--- src/rtl/alu_operand_stage_pkg.sv ---
// -----------------------------------------------------------------------------
// alu_operand_stage_pkg
//
// Purpose : Shared encodings for the ALU operand stage. It holds the
//           operand-select codes for both ALU inputs, the architectural zero
//           register index and the constant used for PC+4 style operations.
//
// Contents:
//   op1_sel_e  - operand 1 source select (rs1 / pc / zero / reserved)
//   op2_sel_e  - operand 2 source select (rs2 / imm / four / reserved)
//   REG_ZERO   - index of the hard-wired zero register (never forwarded)
//   CONST_FOUR - value driven on operand 2 for OP2_FOUR
// -----------------------------------------------------------------------------
package alu_operand_stage_pkg;

    typedef enum logic [1:0] {
        OP1_RS1  = 2'b00,
        OP1_PC   = 2'b01,
        OP1_ZERO = 2'b10,
        OP1_RSVD = 2'b11
    } op1_sel_e;

    typedef enum logic [1:0] {
        OP2_RS2  = 2'b00,
        OP2_IMM  = 2'b01,
        OP2_FOUR = 2'b10,
        OP2_RSVD = 2'b11
    } op2_sel_e;

    localparam int unsigned REG_ZERO   = 0;
    localparam int unsigned CONST_FOUR = 4;

endpackage : alu_operand_stage_pkg

--- src/rtl/alu_operand_stage_fwd_resolve.sv ---
// -----------------------------------------------------------------------------
// alu_operand_stage_fwd_resolve
//
// Purpose : Resolves one source register against NUM_FWD forwarding sources.
//           Source 0 is the youngest in-flight result and has the highest
//           priority. The zero register is never forwarded. When the winning
//           source has no data yet (a load still in flight), o_not_ready is
//           raised so the caller can stall.
//
// Ports:
//   i_addr        - source register index
//   i_rf_data     - register file read value, used when nothing matches
//   i_fwd_valid   - per-source "writes a register" flag
//   i_fwd_rd      - per-source destination index, packed, i at [i*RA_W +: RA_W]
//   i_fwd_data    - per-source result, packed, i at [i*XLEN +: XLEN]
//   i_fwd_data_ok - per-source "result available" flag
//   o_value       - resolved operand value
//   o_not_ready   - winning source exists but its data is not available
// -----------------------------------------------------------------------------
module alu_operand_stage_fwd_resolve
    import alu_operand_stage_pkg::*;
#(
    parameter int unsigned XLEN    = 32,
    parameter int unsigned NUM_FWD = 2,
    parameter int unsigned RA_W    = 5
) (
    input  logic [RA_W-1:0]         i_addr,
    input  logic [XLEN-1:0]         i_rf_data,
    input  logic [NUM_FWD-1:0]      i_fwd_valid,
    input  logic [NUM_FWD*RA_W-1:0] i_fwd_rd,
    input  logic [NUM_FWD*XLEN-1:0] i_fwd_data,
    input  logic [NUM_FWD-1:0]      i_fwd_data_ok,
    output logic [XLEN-1:0]         o_value,
    output logic                    o_not_ready
);

    logic                 w_addr_nonzero;
    logic [NUM_FWD-1:0]   w_match;
    logic [XLEN-1:0]      w_value;
    logic                 w_not_ready;

    assign w_addr_nonzero = (i_addr != RA_W'(REG_ZERO));

    // Per-source match. Gating on a non-zero index keeps x0 reads pinned to
    // the register file even if a stage claims to write x0.
    generate
        for (genvar gi = 0; gi < NUM_FWD; gi++) begin : g_match
            assign w_match[gi] = i_fwd_valid[gi]
                              && (i_fwd_rd[gi*RA_W +: RA_W] == i_addr)
                              && w_addr_nonzero;
        end
    endgenerate

    // Walk from oldest to youngest so the lowest matching index is the last
    // assignment and therefore wins.
    always_comb begin
        w_value     = i_rf_data;
        w_not_ready = 1'b0;
        for (int i = NUM_FWD - 1; i >= 0; i--) begin
            if (w_match[i]) begin
                w_value     = i_fwd_data[i*XLEN +: XLEN];
                w_not_ready = !i_fwd_data_ok[i];
            end
        end
    end

    assign o_value     = w_value;
    assign o_not_ready = w_not_ready;

endmodule : alu_operand_stage_fwd_resolve

--- src/rtl/alu_operand_stage.sv ---
// -----------------------------------------------------------------------------
// alu_operand_stage
//
// Purpose : Selects the two ALU operands (register file / PC / immediate /
//           constants), resolves RAW hazards through NUM_FWD forwarding
//           sources and registers the result into the ID/EX boundary behind
//           a valid/ready handshake. A forwarding hit on a result that is not
//           yet available (load-use) stalls the stage and is counted in a
//           saturating stall counter.
//
// Ports:
//   clk, rst_n          - clock, asynchronous active-low reset
//   flush               - kill held operands, block input this cycle
//   in_valid / in_ready - upstream handshake (decode / register read)
//   d1_sel, d2_sel      - operand source selects (see package encodings)
//   rs1_addr, rs2_addr  - source register indices
//   rs1_data, rs2_data  - register file reads
//   immediate, pc       - decoded immediate and instruction PC
//   fwd_valid, fwd_rd, fwd_data, fwd_data_ok - forwarding sources, 0 youngest
//   out_valid / out_ready - downstream handshake (ALU / EX)
//   alu_data_1/2        - registered operands
//   store_data          - registered forwarded rs2, independent of d2_sel
//   stall_count         - saturating count of hazard-stall cycles
// -----------------------------------------------------------------------------
module alu_operand_stage
    import alu_operand_stage_pkg::*;
#(
    parameter int unsigned XLEN    = 32,
    parameter int unsigned NUM_FWD = 2,
    parameter int unsigned RA_W    = 5,
    parameter int unsigned CNT_W   = 16
) (
    input  logic                    clk,
    input  logic                    rst_n,
    input  logic                    flush,
    input  logic                    in_valid,
    output logic                    in_ready,
    input  logic [1:0]              d1_sel,
    input  logic [1:0]              d2_sel,
    input  logic [RA_W-1:0]         rs1_addr,
    input  logic [RA_W-1:0]         rs2_addr,
    input  logic [XLEN-1:0]         rs1_data,
    input  logic [XLEN-1:0]         rs2_data,
    input  logic [XLEN-1:0]         immediate,
    input  logic [XLEN-1:0]         pc,
    input  logic [NUM_FWD-1:0]      fwd_valid,
    input  logic [NUM_FWD*RA_W-1:0] fwd_rd,
    input  logic [NUM_FWD*XLEN-1:0] fwd_data,
    input  logic [NUM_FWD-1:0]      fwd_data_ok,
    output logic                    out_valid,
    input  logic                    out_ready,
    output logic [XLEN-1:0]         alu_data_1,
    output logic [XLEN-1:0]         alu_data_2,
    output logic [XLEN-1:0]         store_data,
    output logic [CNT_W-1:0]        stall_count
);

    // -------------------------------------------------------------------------
    // Forward resolution for both sources
    // -------------------------------------------------------------------------
    logic [XLEN-1:0] w_rs1_value;
    logic [XLEN-1:0] w_rs2_value;
    logic            w_rs1_not_ready;
    logic            w_rs2_not_ready;

    alu_operand_stage_fwd_resolve #(
        .XLEN    (XLEN),
        .NUM_FWD (NUM_FWD),
        .RA_W    (RA_W)
    ) u_fwd_resolve_rs1 (
        .i_addr        (rs1_addr),
        .i_rf_data     (rs1_data),
        .i_fwd_valid   (fwd_valid),
        .i_fwd_rd      (fwd_rd),
        .i_fwd_data    (fwd_data),
        .i_fwd_data_ok (fwd_data_ok),
        .o_value       (w_rs1_value),
        .o_not_ready   (w_rs1_not_ready)
    );

    alu_operand_stage_fwd_resolve #(
        .XLEN    (XLEN),
        .NUM_FWD (NUM_FWD),
        .RA_W    (RA_W)
    ) u_fwd_resolve_rs2 (
        .i_addr        (rs2_addr),
        .i_rf_data     (rs2_data),
        .i_fwd_valid   (fwd_valid),
        .i_fwd_rd      (fwd_rd),
        .i_fwd_data    (fwd_data),
        .i_fwd_data_ok (fwd_data_ok),
        .o_value       (w_rs2_value),
        .o_not_ready   (w_rs2_not_ready)
    );

    // -------------------------------------------------------------------------
    // Operand muxes
    // -------------------------------------------------------------------------
    op1_sel_e        w_d1_sel;
    op2_sel_e        w_d2_sel;
    logic [XLEN-1:0] w_op1;
    logic [XLEN-1:0] w_op2;

    assign w_d1_sel = op1_sel_e'(d1_sel);
    assign w_d2_sel = op2_sel_e'(d2_sel);

    always_comb begin
        w_op1 = '0;
        unique case (w_d1_sel)
            OP1_RS1:  w_op1 = w_rs1_value;
            OP1_PC:   w_op1 = pc;
            OP1_ZERO: w_op1 = '0;
            OP1_RSVD: w_op1 = '0;
            default:  w_op1 = '0;
        endcase
    end

    always_comb begin
        w_op2 = '0;
        unique case (w_d2_sel)
            OP2_RS2:  w_op2 = w_rs2_value;
            OP2_IMM:  w_op2 = immediate;
            OP2_FOUR: w_op2 = XLEN'(CONST_FOUR);
            OP2_RSVD: w_op2 = '0;
            default:  w_op2 = '0;
        endcase
    end

    // -------------------------------------------------------------------------
    // Hazard detection and handshake
    // -------------------------------------------------------------------------
    logic w_rs1_check;
    logic w_rs2_check;
    logic w_hazard;
    logic w_in_ready;
    logic w_load;
    logic r_out_valid;

    // rs1 only matters when it actually feeds operand 1.
    assign w_rs1_check = (w_d1_sel == OP1_RS1);

    // rs2 also feeds store_data, so any non-zero rs2 index is checked even
    // when operand 2 comes from elsewhere; the reserved code opts out.
    assign w_rs2_check = (w_d2_sel == OP2_RS2)
                      || ((rs2_addr != RA_W'(REG_ZERO)) && (w_d2_sel != OP2_RSVD));

    assign w_hazard = in_valid
                   && ((w_rs1_check && w_rs1_not_ready)
                    || (w_rs2_check && w_rs2_not_ready));

    // The output register can take new data if it is empty or being drained
    // in this same cycle, which gives one transfer per clock.
    assign w_in_ready = !w_hazard && !flush && (!r_out_valid || out_ready);
    assign w_load     = in_valid && w_in_ready;

    // -------------------------------------------------------------------------
    // ID/EX boundary registers
    // -------------------------------------------------------------------------
    logic [XLEN-1:0]  r_alu_data_1;
    logic [XLEN-1:0]  r_alu_data_2;
    logic [XLEN-1:0]  r_store_data;
    logic [CNT_W-1:0] r_stall_count;

    always_ff @(posedge clk or negedge rst_n) begin
        if (!rst_n) begin
            r_out_valid  <= 1'b0;
            r_alu_data_1 <= '0;
            r_alu_data_2 <= '0;
            r_store_data <= '0;
        end else if (flush) begin
            // Data registers are left as-is; out_valid low makes them dead.
            r_out_valid <= 1'b0;
        end else if (w_load) begin
            r_out_valid  <= 1'b1;
            r_alu_data_1 <= w_op1;
            r_alu_data_2 <= w_op2;
            r_store_data <= w_rs2_value;
        end else if (r_out_valid && out_ready) begin
            r_out_valid <= 1'b0;
        end
    end

    // Counts every hazard cycle regardless of flush or backpressure; it
    // sticks at all-ones rather than wrapping.
    always_ff @(posedge clk or negedge rst_n) begin
        if (!rst_n) begin
            r_stall_count <= '0;
        end else if (w_hazard && (r_stall_count != {CNT_W{1'b1}})) begin
            r_stall_count <= r_stall_count + CNT_W'(1);
        end
    end

    assign in_ready    = w_in_ready;
    assign out_valid   = r_out_valid;
    assign alu_data_1  = r_alu_data_1;
    assign alu_data_2  = r_alu_data_2;
    assign store_data  = r_store_data;
    assign stall_count = r_stall_count;

endmodule : alu_operand_stage

--- config.mk ---
export PLATFORM = sky130hd
export DESIGN_NAME = alu_operand_stage
export DESIGN_NICKNAME = d
export VERILOG_FILES = /design/src/rtl/alu_operand_stage_pkg.sv /design/src/rtl/alu_operand_stage_fwd_resolve.sv /design/src/rtl/alu_operand_stage.sv
export SDC_FILE = /design/constraint.sdc
export NUM_CORES = 1
export LEC_CHECK = 0
export CAP_MARGIN = 40
export CORE_AREA = 2 2 132 134
export DETAILED_ROUTE_END_ITERATION = 7
export DIE_AREA = 0 0 134 136
export GPL_TIMING_DRIVEN = 1
export PLACE_DENSITY = 0.84
export RECOVER_POWER = 100
export SLEW_MARGIN = 0
export SYNTH_ARGS = -nofsm -noshare
export SYNTH_HDL_FRONTEND = slang
export SYNTH_SLANG_ARGS = --single-unit
--- constraint.sdc ---
create_clock -name clk -period 5.44 [get_ports clk]
set_input_delay 1.088 -clock clk [delete_from_list [all_inputs] [get_ports clk]]
set_output_delay 1.088 -clock clk [all_outputs]
set_load 0.02 [all_outputs]
==> run_results.csv, run 1 <==
group,metric,value,unit
timing,hold_violations,0,
layout,syn_to_final_growth,56.69,%
worst_setup_path,worstSetupStartpointType,"primary input",
floorplan,die_area,18220,sq um
layout,drive_gt1_frac,0.09099,
run_status,outcome,"finished, violations left",
worst_setup_path,cp.arrival,3960,ps
timing,max_clock_freq,197.9,MHz
power,peakVddDrop,0.0002082,V
run,maxCapViolCount,3,
cts,cts_made_buffers,17,
detailed_routing,drt_iter0_markers,328,
power,p_comb_frac,0.300,
detailed_routing,vias,7363,
cts,postCtsSetupBuffers,0,
timing,period_share,0.9287,
cts,holdBufCountCts,0,
cts,cts_buffer_depth,2,
floorplan,die_height,136,microns
min_path,hp-class,"flop to flop",
synth,synth_cell_type_count,45,
placed_design,dpl.hpwl,21.70,mm
worst_setup_path,rrSetupSlack,2510,ps
synth,avgSynthCellArea,9.067,sq um
layout,multiInputGateArea,3761,sq um
global_routing,antenna_found_initial,2,
synth,yosys-top-cells-area,"dfrtp_1 40%, nand2_1 7.3%, mux2_2 5.3%",
cts,cts_max_level,4,
run_status,violations,"capacitance limit, slew limit",
placed_design,dp_cells,1281,
detailed_routing,drt_pass1_iterations,4,
worst_setup_path,worst_r2r_endpoint,"alu_data_1[28]$_DFFE_PN0P_",
timing,tns,0,ps
layout,num-fill-cells,1427,
timing,rsz0062_at_grt,"no",
cts,clkTransAtPathRegs,60,ps
power,p_clk_frac,0.359,
synth,yosysSeqAreaShare,0.4045,
global_routing,grt_max_degree,67,
layout,stdcell_count,1314,
worst_setup_path,crit_chain,"dlygate4sd3_1 > or4_1 > o211a_1 > and4_1 > a31o_1 > a22o_1 > a21oi_1 > dlygate4sd3_1",
synth,ys.flop_type,"dfrtp_1",
worst_setup_path,critical_path.most_common_cell,"dlygate4sd3_1",
min_path,hold_end,"alu_data_2[8]$_DFFE_PN0P_",
timing,max_slew_margin,-0.5071,
timing,final-setup-viol-count,0,
detailed_routing,drt.antenna.violating_nets,0,
layout,regArea,2828,sq um
floorplan,die_w,134,microns
power,p_per_area,275.3,nW/um^2
cts,cts_root_buf,"clkbuf_16",
floorplan,initial_core_util,0.4142,
power,p_sw,0.0009378,W
power,p_int,0.002077,W
min_path,min_from,"alu_data_2[8]$_DFFE_PN0P_",
cts,cts_resized,0,
layout,most-common-layout-cells,"218 x clkdlybuf4s50_1, 136 x nand2_1, 115 x dlygate4sd3_1",
synth,synth_nets,997,
timing,fin_worst_skew,8.727,ps
global_routing,grt_pass1_wl,42.13,mm
cts,cts_tree,"built",
cts,clock_sinks,113,
timing,worst_slew_pin_slew,2261,ps
worst_setup_path,crit_type,"primary input to output port",
detailed_routing,drc_errors,0,
global_routing,grtUsageTotal,0.3116,
synth,ys_async_sr_fraction,1.000,
floorplan,core_area,16880,sq um
min_path,worst_hold_path.num_cells,2,
synth,synth.largest_area_cell,"dfrtp_1",
layout,mostFrequentLayoutCell,"clkdlybuf4s50_1",
worst_setup_path,crit_buf_inv,2,
floorplan,rows,48,
global_routing,grt_pass1_vias,7355,
worst_setup_path,path_max_fanout,3,
cts,clk-insertion-delay-late,420,ps
power,pwr-share-seq,0.341,
timing,hold_ws,469.7,ps
synth,yosysWarnings,0,
placed_design,io_buffers,338,
synth,synthCells,771,
timing,slew_viol_final,118,
worst_setup_path,cp.required,4350,ps
power,sw_frac_of_total,0.3110,
detailed_routing,via_per_inst,5.604,
worst_setup_path,r2r_start,"out_valid$_DFFE_PN0P_",
worst_setup_path,cp-end-kind,"output port",
timing,period_needed,5052,ps
layout,nets,1301,
worst_setup_path,crit_path_top_delay_cell,"dlygate4sd3_1",
worst_setup_path,critPathTopFamily,"buffers and inverters",
synth,synth_edf_count,0,
synth,synthesis.area,6990,sq um
placed_design,gp_congestion,0.9472,
worst_setup_path,critPathMaxStageDelay,700,ps
detailed_routing,avgRoutedWirePerCell,21.82,microns
power,power_leakage,4.784,nW
synth,synth_seq_cells,113,
synth,synth_top_area_frac,0.4045,
detailed_routing,wl,28.67,mm
power,total_power,0.003015,W
worst_setup_path,r2r_cells,7,
global_routing,gr-total-overflow,0,
floorplan,ios,339,
[cell families after synthesis]
| family | synth area share |
|---|---|
| adders and majority gates | 0.003222 |
| and+or+nand+nor | 0.1743 |
| xor gates and xnor gates | 0.04385 |
| muxes | 0.09898 |
| DFF | 0.4045 |
| buffers and inverters | 0.05137 |
| AOI/OAI and AO/OA | 0.2237 |
[flip-flops by register name, summed over array words and instances (netlist names)]
register     count
alu_data_1      32
alu_data_2      32
out_valid        1
stall_count     16
store_data      32
[metal layers]
metal	vias to the layer above	routed length (microns)	track usage
li1	3404	-	-
met1	3533	10270	0.3283
met2	355	14750	0.5632
met3	69	2224	0.09433
met4	2	1412	0.1584
met5	-	13	0
[worst max-delay path by stage]
stage                     start        to  slack, ps  cells past startpoint
finish              rs2_addr[0]  in_ready        390                      8
global route        rs2_addr[0]  in_ready        270                      8
CTS                 rs2_addr[0]  in_ready        540                      8
detailed placement  rs2_addr[0]  in_ready        530                      8
global placement    rs2_addr[0]  in_ready        550                      8
floorplan           rs2_addr[0]  in_ready       1450                      7
[cell type report]
class / instances / area share
Inverter: 3 / 0.001028
Tap cell: 225 / 0.02570
Timing Repair Buffer: 357 / 0.3194
Clock buffer: 19 / 0.03952
Sequential cell: 113 / 0.2582
Multi-Input combinational cell: 583 / 0.3434
Clock inverter: 13 / 0.01257
Antenna cell: 1 / 0.0002285
[stage by stage]
stage	area [sq um]	utilization	setup WS, ps
final	10950	0.6490	388.0
after global routing	10950	0.6490	268.8
after global placement	10440	0.6184	553.9
after detailed placement	10480	0.6212	534.0
after CTS	11050	0.6550	536.4
after floorplan	6990	-	1451
[worst min-delay path, stage by stage (launching register included)]
cell	delay (ps)
dfrtp_1	330
nand2_1	50
o31ai_1	50
[Yosys cell counts (4+ instances only)]
master,n
nand2_1,136
dfrtp_1,113
nor2_1,74
a31oi_1,58
clkbuf_1,46
o31ai_1,40
nand3_1,36
mux2_2,33
mux2i_1,32
o31a_1,32
a21boi_0,27
o31ai_2,24
xnor2_1,21
xor2_1,14
buf_2,10
buf_6,8
and3_1,6
buf_1,6
a211oi_1,5
nand4_1,5
nor4_1,5
and4_1,4
nand2b_1,4
nor3_1,4
[power by group through the flow]
stage	clock network (W)	registers (W)	logic, W
floorplan	0	0.00119	0.000278
finish	0.00108	0.00103	0.000904
detailed placement	0	0.00105	0.000959
global route	0.00115	0.00104	0.000960
CTS	0.00110	0.00103	0.000964
global placement	0	0.00104	0.000941
(Power assumes the default switching activity.)
==> run 2: changes to the inputs <==
--- a/config.mk
+++ b/config.mk
@@ -12,7 +12,7 @@
 export GPL_TIMING_DRIVEN = 1
 export PLACE_DENSITY = 0.84
 export RECOVER_POWER = 100
-export SLEW_MARGIN = 0
+export SLEW_MARGIN = 5
 export SYNTH_ARGS = -nofsm -noshare
 export SYNTH_HDL_FRONTEND = slang
 export SYNTH_SLANG_ARGS = --single-unit
==> results of run 2 <==
Same layout as run 1: the final DEF is identical, and so are final timing and power.
